File: src/rtl/addsub_arbiter.sv
// Round-robin arbiter and sequencer sharing one add/subtract datapath among NREQ requesters.
// One operation in flight at a time: IDLE (grant) -> EXEC (datapath settles) -> RESP (hold result).
module addsub_arbiter #(
  parameter int NREQ   = 4,
  parameter int WIDTH  = 16,
  parameter int OWIDTH = 32,
  localparam int IDW   = $clog2(NREQ)
) (
  input  logic                  clk,
  input  logic                  rst,
  input  logic [NREQ-1:0]       req_valid,
  output logic [NREQ-1:0]       req_ready,
  input  logic [NREQ*WIDTH-1:0] req_p,
  input  logic [NREQ*WIDTH-1:0] req_q,
  input  logic [NREQ-1:0]       req_mode,
  output logic [WIDTH-1:0]      dp_p,
  output logic [WIDTH-1:0]      dp_q,
  output logic                  dp_mode,
  input  logic [OWIDTH-1:0]     dp_sum,
  input  logic                  dp_overflow,
  output logic                  rsp_valid,
  input  logic                  rsp_ready,
  output logic [IDW-1:0]        rsp_id,
  output logic [OWIDTH-1:0]     rsp_sum,
  output logic                  rsp_overflow,
  output logic                  busy
);

  typedef enum logic [1:0] {IDLE, EXEC, RESP} state_e;

  state_e             state_q, state_d;
  logic [IDW-1:0]     rr_ptr_q, rr_ptr_d;
  logic [WIDTH-1:0]   dp_p_q, dp_p_d;
  logic [WIDTH-1:0]   dp_q_q, dp_q_d;
  logic               dp_mode_q, dp_mode_d;
  logic [IDW-1:0]     rsp_id_q, rsp_id_d;
  logic [OWIDTH-1:0]  rsp_sum_q, rsp_sum_d;
  logic               rsp_ovf_q, rsp_ovf_d;

  logic [WIDTH-1:0]   p_arr [NREQ];
  logic [WIDTH-1:0]   q_arr [NREQ];
  logic               grant_found;
  logic [IDW-1:0]     grant_idx;

  for (genvar g = 0; g < NREQ; g++) begin : g_unpack
    assign p_arr[g] = req_p[g*WIDTH +: WIDTH];
    assign q_arr[g] = req_q[g*WIDTH +: WIDTH];
  end

  // Two passes replace a modulo search: indices above the pointer win, then wrap to 0..ptr.
  always_comb begin
    // NOTE: every output of a combinational block gets a default first, so no path leaves it unassigned and no latch is inferred.
    grant_found = 1'b0;
    grant_idx   = '0;
    for (int i = 0; i < NREQ; i++) begin
      if (!grant_found && req_valid[i] && (i > int'(rr_ptr_q))) begin
        grant_found = 1'b1;
        grant_idx   = IDW'(i);
      end
    end
    for (int i = 0; i < NREQ; i++) begin
      if (!grant_found && req_valid[i] && (i <= int'(rr_ptr_q))) begin
        grant_found = 1'b1;
        grant_idx   = IDW'(i);
      end
    end
  end

  always_ff @(posedge clk or posedge rst) begin
    // NOTE: state is updated with non-blocking assignments so every flop samples pre-edge values, independent of statement order.
    if (rst) begin
      state_q   <= IDLE;
      rr_ptr_q  <= IDW'(NREQ - 1);
      dp_p_q    <= '0;
      dp_q_q    <= '0;
      dp_mode_q <= 1'b0;
      rsp_id_q  <= '0;
      rsp_sum_q <= '0;
      rsp_ovf_q <= 1'b0;
    end else begin
      state_q   <= state_d;
      rr_ptr_q  <= rr_ptr_d;
      dp_p_q    <= dp_p_d;
      dp_q_q    <= dp_q_d;
      dp_mode_q <= dp_mode_d;
      rsp_id_q  <= rsp_id_d;
      rsp_sum_q <= rsp_sum_d;
      rsp_ovf_q <= rsp_ovf_d;
    end
  end

  always_comb begin
    state_d   = state_q;
    rr_ptr_d  = rr_ptr_q;
    dp_p_d    = dp_p_q;
    dp_q_d    = dp_q_q;
    dp_mode_d = dp_mode_q;
    rsp_id_d  = rsp_id_q;
    rsp_sum_d = rsp_sum_q;
    rsp_ovf_d = rsp_ovf_q;
    case (state_q)
      IDLE: begin
        if (grant_found) begin
          state_d   = EXEC;
          rr_ptr_d  = grant_idx;
          rsp_id_d  = grant_idx;
          dp_p_d    = p_arr[grant_idx];
          dp_q_d    = q_arr[grant_idx];
          dp_mode_d = req_mode[grant_idx];
        end
      end
      EXEC: begin
        state_d   = RESP;
        rsp_sum_d = dp_sum;
        rsp_ovf_d = dp_overflow;
      end
      RESP: begin
        if (rsp_ready) state_d = IDLE;
      end
      default: state_d = IDLE;
    endcase
  end

  // The reset term keeps req_ready low for the whole reset pulse, not just after the next edge.
  always_comb begin
    req_ready = '0;
    busy      = (state_q != IDLE);
    rsp_valid = (state_q == RESP);
    if ((state_q == IDLE) && !rst && grant_found) req_ready[grant_idx] = 1'b1;
  end

  assign dp_p         = dp_p_q;
  assign dp_q         = dp_q_q;
  assign dp_mode      = dp_mode_q;
  assign rsp_id       = rsp_id_q;
  assign rsp_sum      = rsp_sum_q;
  assign rsp_overflow = rsp_ovf_q;

endmodule

File: config.mk
export PLATFORM = sky130hd
export DESIGN_NAME = addsub_arbiter
export DESIGN_NICKNAME = d
export VERILOG_FILES = /design/src/rtl/addsub_arbiter.sv
export SDC_FILE = /design/constraint.sdc
export NUM_CORES = 1
export LEC_CHECK = 0
export ABC_AREA = 0
export CAP_MARGIN = 30
export CORE_ASPECT_RATIO = 0.8
export CORE_MARGIN = 2
export CORE_UTILIZATION = 37
export DETAILED_ROUTE_END_ITERATION = 10
export PLACE_DENSITY = 0.92
export REMOVE_ABC_BUFFERS = 1
export SETUP_SLACK_MARGIN = 0.3
export SYNTH_ARGS = -nofsm -noshare
export SYNTH_HDL_FRONTEND = slang
export SYNTH_SLANG_ARGS = --single-unit
File: constraint.sdc
create_clock -name clk -period 3.3 [get_ports clk]
set_input_delay 0.495 -clock clk [delete_from_list [all_inputs] [get_ports clk]]
set_output_delay 0.495 -clock clk [all_outputs]
set_load 0.02 [all_outputs]
==> results.toml <==
[outcome]
status = "finished, final reports clean"

[hold_path]
hold_path.class = "in -> async"

[pwr]
p_leak_nw = 2.63
power.density_mw_per_mm2 = 922
clockPowerShare_pct = 16.9
sw_frac_of_total_pct = 39.6
switchingPower_mw = 2.43
p_seq_share_pct = 26.5
power_mw = 6.12
ir_worst_vdd_mv = 0.376
cell_internal_pwr_mw = 3.70
combPwrFrac_pct = 56.6

[critical_path]
cp-start-kind = "flop"
crit_path_max_incr_delay_ps = 610
critPathLaunch = "state_q[1]"
crit_type = "reg -> out"
cp-end-kind = "output pin"
reg2reg_depth = 5
r2r_slack_ps = 1280
path_buf_inv = 2
timing.rr.start = "rr_ptr_q[1]"
crit_path_end = "req_ready[0]"
crit_cells = 5
crit_slowest_cell = "clkdlybuf4s50_1"
crit_family = "buffers and inverters"
worstPathRequired_ps = 2800
r2r_end = "dp_p[5]"
crit_chain = "or2_2 -> a21o_2 -> inv_1 -> and3_1 -> clkdlybuf4s50_1"
arrival_ps = 2280
path_max_fanout = 8

[detailed_routing]
dr.pass1.iters = 4
drt_wl_total_mm = 13.9
drc = 0
vias = 3843
vias_per_cell = 5.29
ant_nets = 0
drtIter0Drc = 160
avgRoutedWirePerCell_um = 19.1

[synthesis]
ys.flop_type = "dfrtp_1"
synth_common_cells = "dfrtp_1, nor2_1, o21ai_0"
yosys.area.top_type = "dfrtp_1"
yosysUniqueCellTypes = 39
synth_edf_count = 0
synth_seq_cells = 72
syn_area_per_cell_um2 = 10.8
synth_area_mm2 = 0.00378
yosysWarnings = 0
async_flop_share_pct = 100
synth_area_leaders = "dfrtp_1, a221oi_2, mux2_2, a31oi_1, o21ai_0"
yosysSeqAreaShare_pct = 47.7
synth_cells = 351
synth_most_common_cell = "dfrtp_1"
yosysTopAreaCellShare_pct = 46.3

[global_routing]
grt_max_degree = 44
grt.overflow.total = 0
grt_pass1_vias = 4094
grt.total_usage_pct = 24.4
grt_first_pass_wirelength_mm = 20.7
antenna_found_initial = 0

[cells_and_area]
multi_input_area_mm2 = 0.00177
num-fill-cells = 736
antennaDiodeCount = 0
nets = 758
drive_gt1_share_pct = 16.8
seq_area_mm2 = 0.00180
area.growth.synth_to_final_pct = 75.5
final_cells = 727

[placement]
dp_cells = 711
place_congestion = 0.783
portBuffers = 245
dpl_worst_slack_ps = 300
place_hpwl_mm = 10.3

[timing]
slew_headroom_pct = 59.3
grt_setup_unrepaired = "no"
fmax_mhz = 361
setup_viol = 0
post-route-period-util_pct = 84.0
clock-skew-final_ps = 7.35
maxSlewViolCount = 0
hold_viol = 0
tightest_slew_ps = 611
fin_crit_ps = 2770
worst_slack_ps = 529

[clock_tree]
clkLatencyLatePin_ps = 320
htree_levels = 3
numCtsBuffers = 9
tritoncts = "yes"
clock-sinks = 72
cts.path.max_buffers = 2
cts_root_buffer = "clkbuf_16"
path_clk_slew_ps = 60

[floorplanning]
ios = 246
die_w_um = 117
core.rowCount = 32
core-area_mm2 = 0.00981
start_util_pct = 38.5
fp.dieH_um = 94.4
fp.dieArea_mm2 = 0.0110

[flow_run]
cap_violations = 0
[worst min path at each step]
stage	start	endpoint	slack, ps	cells after the start
finish	rst	dp_q[5]	440	2
global route	rst	dp_q[5]	430	2
CTS	rst	dp_q[5]	420	2
detailed placement	rsp_id[1]	rsp_id[1]	480	1
global placement	rsp_id[1]	rsp_id[1]	470	1
floorplan	rr_ptr_q[0]	rr_ptr_q[0]	510	2
[kinds of logic after synthesis]
| group | synth area share, % |
|---|---|
| AND/OR/NAND/NOR | 9.27 |
| AO/OA/AOI/OAI | 27.2 |
| multiplexers | 10.1 |
| flip-flops | 47.7 |
| buffers and inverters | 5.69 |
[cell usage in the layout, fill, tap and decap left out, types with 2 or more instances in the layout]
cell type,n
a21o_1,2
a21oi_1,3
a221oi_1,4
a221oi_2,29
a31oi_1,33
and3_1,3
buf_4,13
bufinv_16,2
clkbuf_16,9
clkdlybuf4s50_1,241
dfrtp_1,70
dfstp_2,2
dlygate4sd2_1,2
dlymetal6s2s_1,2
inv_1,5
inv_6,2
mux2_2,33
nand2_1,33
nand2b_1,5
nor2_1,37
nor3_1,2
o21a_1,2
o21ai_0,34
[state kept, by name, indices dropped and copies added (netlist names)]
register and count:
dp_mode 1, dp_p 16, dp_q 16, rr_ptr_q 2, rsp_id 2, rsp_overflow 1, rsp_sum 32, state_q 2
[final cells by class]
cell class                      instances  area share (%)
Sequential cell                        72            27.2
Clock inverter                          6            1.36
Tap cell                              136            2.56
Multi-Input combinational cell        239            26.6
Clock buffer                           10            3.45
Inverter                                6           0.339
Timing Repair Buffer                  258            38.5
[what timing repair did]
action | in CTS | in global routing
buffers inserted | 0 | 0
resized for setup | 2 | 2
gates cloned | 0 | 0
endpoints found under the setup margin | 1 | 3
hold buffers | 0 | 0
[layer usage]
metal / track usage [%] / part of all wire (%) / vias up
li1: - / - / 1771
met1: 25.6 / 36 / 1849
met2: 48.2 / 54 / 199
met3: 5.91 / 8.1 / 24
met4: 6.47 / 1.9 / 0
met5: 0 / 0 / -
[power by group through the flow]
stage          logic (mW)  registers (mW)  clock network (mW)
2_1_floorplan        1.33            2.13                   0
6_report             3.46            1.62                1.04
3_3_place_gp         3.37            1.59                   0
5_1_grt              3.68            1.68                1.11
3_5_place_dp         3.47            1.64                   0
4_1_cts              3.49            1.63                1.06
[per-stage QoR]
stage / TNS (ps) / cell area, µm² / hold WS, ps / utilization [%]
floorplan: -100 / 3590 / 511 / -
global placement: 0 / 6310 / 466 / 64.4
detailed placement: 0 / 6310 / 480 / 64.4
CTS: 0 / 6630 / 422 / 67.6
global route: 0 / 6640 / 433 / 67.7
finish: 0 / 6640 / 442 / 67.7
Note: power is estimated with default switching activity, not from simulation.
